`src/rtl/if_id_stage_pkg.sv`:
```
// Shared definitions for the fetch stage: instruction field positions,
// PC constants, next-PC select encoding and the IF/ID payload.
package if_id_stage_pkg;

    localparam int unsigned XLEN = 32;

    localparam logic [XLEN-1:0] NOP_INSTR        = 32'h0000_0000;
    localparam logic [XLEN-1:0] PC_INC           = 32'h0000_0004;
    localparam logic [XLEN-1:0] DEFAULT_RESET_PC = 32'h0000_0000;

    localparam int unsigned OPC_MSB = 31;
    localparam int unsigned OPC_LSB = 26;
    localparam int unsigned RS_MSB  = 25;
    localparam int unsigned RS_LSB  = 21;
    localparam int unsigned RT_MSB  = 20;
    localparam int unsigned RT_LSB  = 16;
    localparam int unsigned RD_MSB  = 15;
    localparam int unsigned RD_LSB  = 11;
    localparam int unsigned IMM_MSB = 15;
    localparam int unsigned IMM_LSB = 0;

    localparam int unsigned OPC_W = OPC_MSB - OPC_LSB + 1;
    localparam int unsigned REG_W = RS_MSB - RS_LSB + 1;
    localparam int unsigned IMM_W = IMM_MSB - IMM_LSB + 1;

    typedef enum logic [1:0] {
        PC_SEL_HOLD     = 2'd0,
        PC_SEL_INC      = 2'd1,
        PC_SEL_REDIRECT = 2'd2
    } pc_sel_e;

    typedef struct packed {
        logic [XLEN-1:0] instr;
        logic [XLEN-1:0] pc4;
        logic            valid;
    } if_id_t;

    localparam if_id_t IF_ID_BUBBLE = '{instr: NOP_INSTR, pc4: '0, valid: 1'b0};

    // Instruction memory is word addressed; the two low PC bits are always zero.
    function automatic logic [XLEN-1:0] word_align(input logic [XLEN-1:0] addr);
        return {addr[XLEN-1:2], 2'b00};
    endfunction

endpackage

```
`src/rtl/if_id_stage_pc_unit.sv`:
```
// Program counter register with its next-PC select (increment / redirect / hold).
module pc_unit
    import if_id_stage_pkg::*;
#(
    parameter logic [XLEN-1:0] RESET_PC = DEFAULT_RESET_PC
) (
    input  logic            clk,
    input  logic            reset,
    input  logic            stall_i,
    input  logic            flush_i,
    input  logic [XLEN-1:0] redirect_pc_i,
    input  logic            imem_ready_i,
    output logic [XLEN-1:0] pc_o,
    output logic [XLEN-1:0] pc_plus4_c
);

    logic [XLEN-1:0] pc_q;
    logic [XLEN-1:0] pc_d;
    pc_sel_e         sel;

    assign pc_plus4_c = pc_q + PC_INC;
    assign pc_o       = pc_q;

    // Flush beats stall and not-ready; only a clean ready cycle advances.
    always_comb begin
        sel = PC_SEL_HOLD;
        if (flush_i) begin
            sel = PC_SEL_REDIRECT;
        end else if (!stall_i && imem_ready_i) begin
            sel = PC_SEL_INC;
        end
    end

    always_comb begin
        pc_d = pc_q;
        unique case (sel)
            PC_SEL_INC:      pc_d = pc_plus4_c;
            PC_SEL_REDIRECT: pc_d = word_align(redirect_pc_i);
            default:         pc_d = pc_q;
        endcase
    end

    always_ff @(posedge clk) begin
        if (reset) begin
            pc_q <= RESET_PC;
        end else begin
            pc_q <= pc_d;
        end
    end

endmodule

```
`src/rtl/if_id_stage.sv`:
```
// Instruction fetch stage: PC, IF/ID pipeline register, decoded field taps
// and a saturating count of fetch bubbles.
module if_id_stage
    import if_id_stage_pkg::*;
#(
    parameter logic [XLEN-1:0] RESET_PC = DEFAULT_RESET_PC,
    parameter int unsigned     BCNT_W   = 16
) (
    input  logic              clk,
    input  logic              reset,
    input  logic              stall_i,
    input  logic              flush_i,
    input  logic [XLEN-1:0]   redirect_pc_i,
    input  logic              imem_ready_i,
    input  logic [XLEN-1:0]   imem_rdata_i,
    output logic [XLEN-1:0]   imem_addr_o,
    output logic [XLEN-1:0]   if_id_instr_o,
    output logic [XLEN-1:0]   if_id_pc4_o,
    output logic              if_id_valid_o,
    output logic [OPC_W-1:0]  if_id_opcode_o,
    output logic [REG_W-1:0]  if_id_rs_o,
    output logic [REG_W-1:0]  if_id_rt_o,
    output logic [REG_W-1:0]  if_id_rd_o,
    output logic [IMM_W-1:0]  if_id_imm16_o,
    output logic [BCNT_W-1:0] bubble_cnt_o
);

    logic [XLEN-1:0]   pc;
    logic [XLEN-1:0]   pc_plus4;
    if_id_t            if_id_q;
    logic [BCNT_W-1:0] bubble_cnt_q;
    logic              bubble;

    pc_unit #(
        .RESET_PC (RESET_PC)
    ) u_pc_unit (
        .clk           (clk),
        .reset         (reset),
        .stall_i       (stall_i),
        .flush_i       (flush_i),
        .redirect_pc_i (redirect_pc_i),
        .imem_ready_i  (imem_ready_i),
        .pc_o          (pc),
        .pc_plus4_c    (pc_plus4)
    );

    // A bubble is a squash by flush, or an empty fetch that is not masked by a stall.
    assign bubble = flush_i || (!stall_i && !imem_ready_i);

    always_ff @(posedge clk) begin
        if (reset) begin
            if_id_q <= IF_ID_BUBBLE;
        end else if (bubble) begin
            if_id_q <= IF_ID_BUBBLE;
        end else if (!stall_i) begin
            if_id_q <= '{instr: imem_rdata_i, pc4: pc_plus4, valid: 1'b1};
        end
    end

    always_ff @(posedge clk) begin
        if (reset) begin
            bubble_cnt_q <= '0;
        end else if (bubble && (bubble_cnt_q != '1)) begin
            bubble_cnt_q <= bubble_cnt_q + BCNT_W'(1);
        end
    end

    assign imem_addr_o   = pc;
    assign if_id_instr_o = if_id_q.instr;
    assign if_id_pc4_o   = if_id_q.pc4;
    assign if_id_valid_o = if_id_q.valid;
    assign bubble_cnt_o  = bubble_cnt_q;

    // Field taps are forced to zero for an invalid slot so ID never sees stale registers.
    assign if_id_opcode_o = if_id_q.valid ? if_id_q.instr[OPC_MSB:OPC_LSB] : '0;
    assign if_id_rs_o     = if_id_q.valid ? if_id_q.instr[RS_MSB:RS_LSB]   : '0;
    assign if_id_rt_o     = if_id_q.valid ? if_id_q.instr[RT_MSB:RT_LSB]   : '0;
    assign if_id_rd_o     = if_id_q.valid ? if_id_q.instr[RD_MSB:RD_LSB]   : '0;
    assign if_id_imm16_o  = if_id_q.valid ? if_id_q.instr[IMM_MSB:IMM_LSB] : '0;

endmodule

```
`config.mk`:
```
export PLATFORM = sky130hd
export DESIGN_NAME = if_id_stage
export DESIGN_NICKNAME = d
export VERILOG_FILES = /design/src/rtl/if_id_stage_pkg.sv /design/src/rtl/if_id_stage_pc_unit.sv /design/src/rtl/if_id_stage.sv
export SDC_FILE = /design/constraint.sdc
export NUM_CORES = 1
export LEC_CHECK = 0
export CAP_MARGIN = 30
export CELL_PAD_IN_SITES_DETAIL_PLACEMENT = 0
export CELL_PAD_IN_SITES_GLOBAL_PLACEMENT = 1
export CORE_UTILIZATION = 31
export DETAILED_ROUTE_END_ITERATION = 8
export PLACE_DENSITY = 0.82
export SYNTH_ARGS = -nofsm -noshare
export SYNTH_HDL_FRONTEND = slang
export SYNTH_SLANG_ARGS = --single-unit
```
`constraint.sdc`:
```
create_clock -name clk -period 3 [get_ports clk]
set_clock_uncertainty 0.2 [all_clocks]
set_input_delay 0.45 -clock clk [delete_from_list [all_inputs] [get_ports clk]]
set_output_delay 0.45 -clock clk [all_outputs]
set_load 0.05 [all_outputs]
```
# Word-level counts from Yosys, hierarchy flattened
# Cells that the tools add are included.
# totals
n_memories	0
regBits	113
output_inout_bits	150
mem_bits_rw	0
in_bits	69
rom_bits	0
elab_cells	26
latchBits	0
# classes
div_mod_pow	0
muxes	8
order_cmp	0
n_shift	0
reduce_logical	8
eq_ne	3
mul	0
n_bitwise	0
n_addsub	2
# op_table
operator	n
32-bit case mux with 2 select lines	1
32-bit by 3-bit adder with 32-bit output, second input constant	1
16-bit by 1-bit adder with 16-bit output, second input constant	1
16-bit 2-to-1 mux	1
16-bit != test, second input constant	1
5-bit 2-to-1 mux	3
6-bit 2-to-1 mux	1
1-bit logical AND	3
2-bit by 1-bit == test with 1-bit output, second input constant	1
2-bit == test, second input constant	1
1-bit logical NOT	2
2-bit 2-to-1 mux	1
2-bit nonzero test	1
2-bit OR reduction	1
1-bit logical OR	1
1-bit 2-to-1 mux	1

# Longest topological paths before layout
# Gate-level depths: netlist (run 1).
# logic_depth
word_depth	6
depth_mapped	7

# Cells and area by module
# A second synthesis (run 1) with hierarchy kept.
# unflattened
hier_cells	665
area_unflattened_um2	5889.4
# modules_own_cells
mod	area_each_um2	seq_area_each_um2	cells_per_inst	n_inst
if_id_stage	3357.0	1621.6	344	1
pc_unit	2532.4	600.6	321	1

# Worst setup path before layout (run 1)
# Ideal clock, no wire load.
# synth_path
path_type	reg-to-reg
startpoint	register u_pc_unit.pc_q[2] (netlist: u_pc_unit.pc_o[2])
endpoint	register u_pc_unit.pc_q[26] (netlist: u_pc_unit.pc_o[26])
path_stages_with_launch	8
arrival_time_ns	2.480
synth_period_minus_slack_ns	2.759
t_required_ns	2.721
setup_slack_ns	0.241
path_cell_list	dfxtp_1 -> ha_1 -> nand4_2 -> or4_4 -> buf_6 -> nor4_4 -> xnor2_1 -> a211oi_2
# synth_between
elab_chain_cells	2
# synth_rtl
element	line_no	rtl
start: declaration	if_id_stage_pc_unit.sv:17	logic [XLEN-1:0] pc_q;
start signal: assignment	if_id_stage_pc_unit.sv:47	pc_q <= pc_d;
32-bit by 3-bit adder with 32-bit output	if_id_stage_pc_unit.sv:21	assign pc_plus4_c = pc_q + PC_INC;
32-bit case mux with 2 select lines	if_id_stage_pc_unit.sv:36	unique case (sel)
# Every way passes these cells.
# A chain may end at the register's enable or synchronous reset.

# Worst setup path in the final report (run 1)
# layout_path
startpoint	register if_id_q (netlist bit if_id_valid_o)
endpoint	output port if_id_imm16_o[9]
# layout_between
elab_chain_cells	1
# layout_rtl
element	line_no	rtl
start: declaration	if_id_stage.sv:30	if_id_t if_id_q;
start signal: assignment	if_id_stage.sv:56	if_id_q <= '{instr: imem_rdata_i, pc4: pc_plus4, valid: 1'b1};
16-bit 2-to-1 mux	if_id_stage.sv:79	assign if_id_imm16_o = if_id_q.valid ? if_id_q.instr[IMM_MSB:IMM_LSB] : '0;
end: declaration	if_id_stage.sv:24	output logic [IMM_W-1:0] if_id_imm16_o,
# Every way passes these cells.

==> results of run 1 <==
==> where the power goes <==
| part | internal [mW] | switching (mW) | leakage [nW] |
|---|---|---|---|
| combinational | 0.274 | 0.406 | 1.81 |
| sequential | 1.50 | 0.0710 | 0.890 |
| clock | 0.670 | 0.598 | 0.151 |
==> layer usage <==
metal	GRT usage	share of wire
met1	0.249	0.46
met2	0.307	0.46
met3	0.0367	0.068
met4	0.0631	0.016
met5	0	0
==> registers in the layout, summed over array words and instances (netlist names) <==
register / count
bubble_cnt_o: 16
if_id_pc4_o: 30
u_pc_unit.pc_o: 30
if_id_instr_o: 32
if_id_valid_o: 1
==> worst reg2reg max path, stage by stage (launching register included) <==
cell      delay, ps
dfxtp_1         530
nand3_4         180
or4_1           750
or3_1           420
a311oi_1        240
==> layout by cell type, fill, tap and decap left out, types with 21 or more instances in the layout <==
master / Yosys / final
clkdlybuf4s50_1: 0 / 211
and2_1: 34 / 34
a211oi_1: 38 / 38
nor2_1: 124 / 124
nand2_1: 35 / 35
xnor2_1: 42 / 42
dfxtp_1: 109 / 109
mux2i_1: 40 / 40
a21oi_1: 21 / 21
nand3_1: 21 / 21
==> worst paths after layout <==
kind                        endpoint  slack, ps  depth (start not counted)
hold reg to reg       if_id_pc4_o[4]        260                          2
hold / removal        if_id_pc4_o[4]        260                          2
setup / recovery    if_id_imm16_o[9]        340                          3
setup reg to reg  u_pc_unit.pc_o[13]        600                          4
==> layout make-up <==
cell class,instances,area [um^2],area share
timing repair buffer,234,2310,0.287
inverter,7,26.3,0.00326
clock inverter,7,86.3,0.0107
clock buffer,9,225,0.0280
multi-input combinational,469,2950,0.366
tap,220,275,0.0342
sequential,109,2180,0.271
==> through the flow <==
| step | util | power [mW] | instances | hold slack [ps] |
|---|---|---|---|---|
| 6_report | 0.480 | 3.52 | 1055 | 264 |
| 5_1_grt | 0.480 | 3.67 | 1055 | 278 |
| 4_1_cts | 0.480 | 3.57 | 1055 | 265 |
| 3_5_place_dp | 0.462 | 2.29 | 1039 | 252 |
| 3_3_place_gp | 0.462 | 2.28 | 1039 | 252 |
| 2_1_floorplan | - | 2.00 | 638 | 393 |
==> cells by family after synthesis <==
group / after synthesis
other: 1
AOI/OAI and AO/OA: 75
adders and majority gates: 2
muxes: 42
and+or+nand+nor: 286
buffers and inverters: 60
DFF: 109
xor gates and xnor gates: 60
==> impl_metrics.json, run 1 <==
{
  "status": "complete, no violations",
  "cts-root-buf": "clkbuf_16",
  "dp_worst_setup_slack_ps": 366,
  "grt_usage": 0.189,
  "placed_area_um2": 7740,
  "dr.pass1.iters": 5,
  "cp_data_required_time_ps": 2350,
  "grt-ovfl-total": 0,
  "fin_nets": 901,
  "grt_pass1_vias": 4666,
  "die_w_um": 134,
  "rows": 47,
  "cp_max_fo": 31,
  "ant_nets": 0,
  "syn-instance-count": 635,
  "core_um2": 16800,
  "post_cts_resized": 0,
  "nFillCells": 1716,
  "gp_congestion": 0.806,
  "hp-class": "reg2reg",
  "hpwlAfterDp_mm": 12.6,
  "drv_cap": 0,
  "final.setup.tns_ps": 0,
  "cts_buffers": 9,
  "synth_xor_area_frac": 0.0975,
  "yosysTopAreaCellShare": 0.405,
  "synth_top_family_by_area": "simple AND/OR/NAND/NOR gates",
  "power_density_nw_per_um2": 437,
  "grt_first_pass_wirelength_mm": 26.3,
  "synthTopCellsByCount": "124 x nor2_1, 109 x dfxtp_1, 42 x xnor2_1",
  "pin_count": 219,
  "critical_path_buf_inv_count": 2,
  "cts_hold_buf": 0,
  "yosys.area_share.simple": 0.267,
  "synthMostInstantiatedCell": "nor2_1",
  "endpoint_kind": "output port",
  "drc_errors": 0,
  "cts_setup_buffers": 0,
  "critPathTopFamily": "buffers and inverters",
  "rsz0062_at_grt": "false",
  "cp-start-kind": "flip-flop",
  "ys_async_sr_fraction": 0,
  "setup_ws_ps": 341,
  "arrival_ps": 2010,
  "initial_core_util": 0.321,
  "yosysWarnings": 0,
  "first_iter_violations": 195,
  "diodes": 0,
  "setup_violations": 0,
  "fp.dieH_um": 134,
  "totalWireLength_mm": 16.8,
  "period_minus_slack_ps": 2660,
  "cts.sinks": 109,
  "cts_tree": "done",
  "io_buffers": 212,
  "drt-wirelength-per-cell_um": 15.9,
  "cpPeakStageDelay_ps": 810,
  "synth_area_leaders": "dfxtp_1 41%, nor2_1 8.6%, mux2i_1 7.4%",
  "vias_per_cell": 4.80,
  "synth_mux_area_frac": 0.0785,
  "tightest_slew_ps": 922,
  "slew_headroom": 0.383,
  "drv_slew": 0,
  "synthAdderAreaFrac": 0.00464,
  "yosys_register_bits": 109,
  "startpoint": "if_id_valid_o",
  "r2r-start": "u_pc_unit.pc_o[7]",
  "yosysTopAreaCell": "dfxtp_1",
  "ys_seq_area_frac": 0.405,
  "crit_chain": "buf_4 > and2_1 > clkdlybuf4s50_1",
  "antenna_found_initial": 0,
  "syn_area_per_cell_um2": 8.48,
  "slowest_stage": "clkdlybuf4s50_1",
  "drive_gt1_frac": 0.0659,
  "synth_edf_count": 0,
  "fmax_mhz": 376,
  "synth_compound_area_frac": 0.0945,
  "cts.path.max_buffers": 2,
  "ys_types": 48,
  "irDropWorstVdd_v": 0.000280,
  "hp-start": "if_id_pc4_o[4]",
  "syn_area_um2": 5390,
  "clock_latency_ps": 360,
  "path_clk_slew_ps": 80,
  "vias": 5064,
  "area_growth_pct": 49.4,
  "dieArea_um2": 17900,
  "final_area_um2": 8050,
  "critical_path_class": "reg2out",
  "fin_crit_sh": 0.886,
  "synth_ff_type": "dfxtp_1",
  "htreeDepth": 3,
  "grt_max_degree": 49,
  "p_leak_nw": 2.85,
  "hold_viol": 0
}
Power figures use the tool's default switching activity.
==> inputs of run 2 (changes only) <==
--- a/config.mk
+++ b/config.mk
@@ -10,7 +10,7 @@
 export CELL_PAD_IN_SITES_GLOBAL_PLACEMENT = 1
 export CORE_UTILIZATION = 31
 export DETAILED_ROUTE_END_ITERATION = 8
-export PLACE_DENSITY = 0.82
+export PLACE_DENSITY_LB_ADDON = 0.1
 export SYNTH_ARGS = -nofsm -noshare
 export SYNTH_HDL_FRONTEND = slang
 export SYNTH_SLANG_ARGS = --single-unit
==> impl_metrics.json, run 2 (synthesis gave the netlist of run 1 again) <==
{
  "status": "complete, no violations",
  "cpPeakStageDelay_ps": 810,
  "grt_usage": 0.190,
  "rows": 47,
  "pin_count": 219,
  "grt_first_pass_wirelength_mm": 26.8,
  "rrSetupSlack_ps": 560,
  "io_buffers": 212,
  "period_minus_slack_ps": 2540,
  "vias": 5108,
  "final_common_cell": "clkdlybuf4s50_1",
  "irDropWorstVdd_v": 0.000327,
  "post_cts_resized": 0,
  "r2r-start": "u_pc_unit.pc_o[6]",
  "cts_tree": "done",
  "slew_headroom": 0.512,
  "fmax_mhz": 394,
  "cts_setup_buffers": 0,
  "gp_congestion": 0.842,
  "critical_path_class": "reg2out",
  "final.setup.tns_ps": 0,
  "grt-ovfl-total": 0,
  "path_clk_slew_ps": 80,
  "tightest_slew_ps": 733,
  "largest_reg_flops": 32,
  "drive_gt1_frac": 0.0625,
  "fin_crit_sh": 0.846,
  "area_growth_pct": 48.1,
  "final_cells": 1052,
  "power_density_nw_per_um2": 426,
  "grt_pass1_vias": 4808,
  "cp_max_fo": 21,
  "cts_hold_buf": 0,
  "r2r-end": "u_pc_unit.pc_o[13]",
  "first_iter_violations": 177,
  "drv_cap": 0,
  "die_w_um": 134,
  "cts.path.max_buffers": 2,
  "antenna_found_initial": 0,
  "final_cell_mix": "211 x clkdlybuf4s50_1, 124 x nor2_1, 109 x dfxtp_1, 42 x xnor2_1, 40 x mux2i_1",
  "cts.sinks": 109,
  "arrival_ps": 1890,
  "hold_end": "if_id_pc4_o[14]",
  "drv_slew": 0,
  "hold_viol": 0,
  "endpoint_kind": "output port",
  "drt-wirelength-per-cell_um": 16.1,
  "dieArea_um2": 17900,
  "cts-root-buf": "clkbuf_16",
  "totalWireLength_mm": 16.9,
  "diodes": 0,
  "drc_errors": 0,
  "hp-start": "if_id_pc4_o[14]",
  "dp.cells": 1036,
  "clock_latency_ps": 360,
  "cts_buffers": 9,
  "hp-class": "reg2reg",
  "crit_chain": "buf_4 > and2_1 > clkdlybuf4s50_1",
  "multiInputGateArea_um2": 2950,
  "htreeDepth": 3,
  "min_path_cells": 2,
  "ant_nets": 0,
  "p_leak_nw": 2.82,
  "setup_violations": 0,
  "grt_max_degree": 50,
  "nFillCells": 1620,
  "vias_per_cell": 4.86,
  "dr.pass1.iters": 4,
  "reg2reg_depth": 4,
  "cp-start-kind": "flip-flop",
  "p_total_mw": 3.40,
  "hpwlAfterDp_mm": 12.7,
  "core_um2": 16800,
  "fp.dieH_um": 134,
  "fin_nets": 898,
  "cp_data_required_time_ps": 2350,
  "final-seq-area_um2": 2180,
  "slowest_stage": "clkdlybuf4s50_1",
  "initial_core_util": 0.321,
  "rsz0062_at_grt": "false"
}
## run 2: report_power, final
group          total, mW  internal [mW]  switching, mW
Combinational      0.674          0.270          0.404
Clock               1.15          0.568          0.583
Sequential          1.57           1.50         0.0721
## run 2: worst max-delay path by stage
| stage | startpoint | end | slack (ps) | cells after the start |
|---|---|---|---|---|
| detailed placement | flush_i | bubble_cnt_o[13] | 380 | 6 |
| global placement | flush_i | bubble_cnt_o[13] | 500 | 6 |
| floorplan | u_pc_unit.pc_o[2] | u_pc_unit.pc_o[26] | 240 | 7 |
| CTS | if_id_valid_o | if_id_imm16_o[11] | 420 | 3 |
| finish | if_id_valid_o | if_id_imm16_o[11] | 460 | 3 |
| global route | if_id_valid_o | if_id_imm16_o[11] | 340 | 3 |
## run 2: layout make-up
class / instances / area share
Sequential cell: 109 / 0.274
Clock inverter: 7 / 0.00612
Tap cell: 220 / 0.0345
Clock buffer: 9 / 0.0282
Timing Repair Buffer: 231 / 0.285
Multi-Input combinational cell: 469 / 0.370
Inverter: 7 / 0.00329
## run 2: critical path, delay by kind of cell, from the launching register on
kind          cells  cell delay [ps]
buf+inv           2             1010
flops             1              330
simple gates      1              190
## run 2: stage by stage
step	util	hold WS, ps	area [um^2]	setup WS [ps]
floorplan	-	393	5400	241
global placement	0.460	251	7700	497
detailed placement	0.460	258	7700	375
CTS	0.476	268	7980	418
global route	0.476	276	7980	335
finish	0.476	265	7980	463
## run 2: per-layer routing
metal	part of all wire	GRT usage	wire length [um]	vias to the layer above
met3	0.057	0.0344	962	17
met1	0.47	0.259	7910	2360
met4	0.016	0.0694	274	0
met5	0	0	0	-
met2	0.46	0.299	7780	177
li1	-	-	-	2554
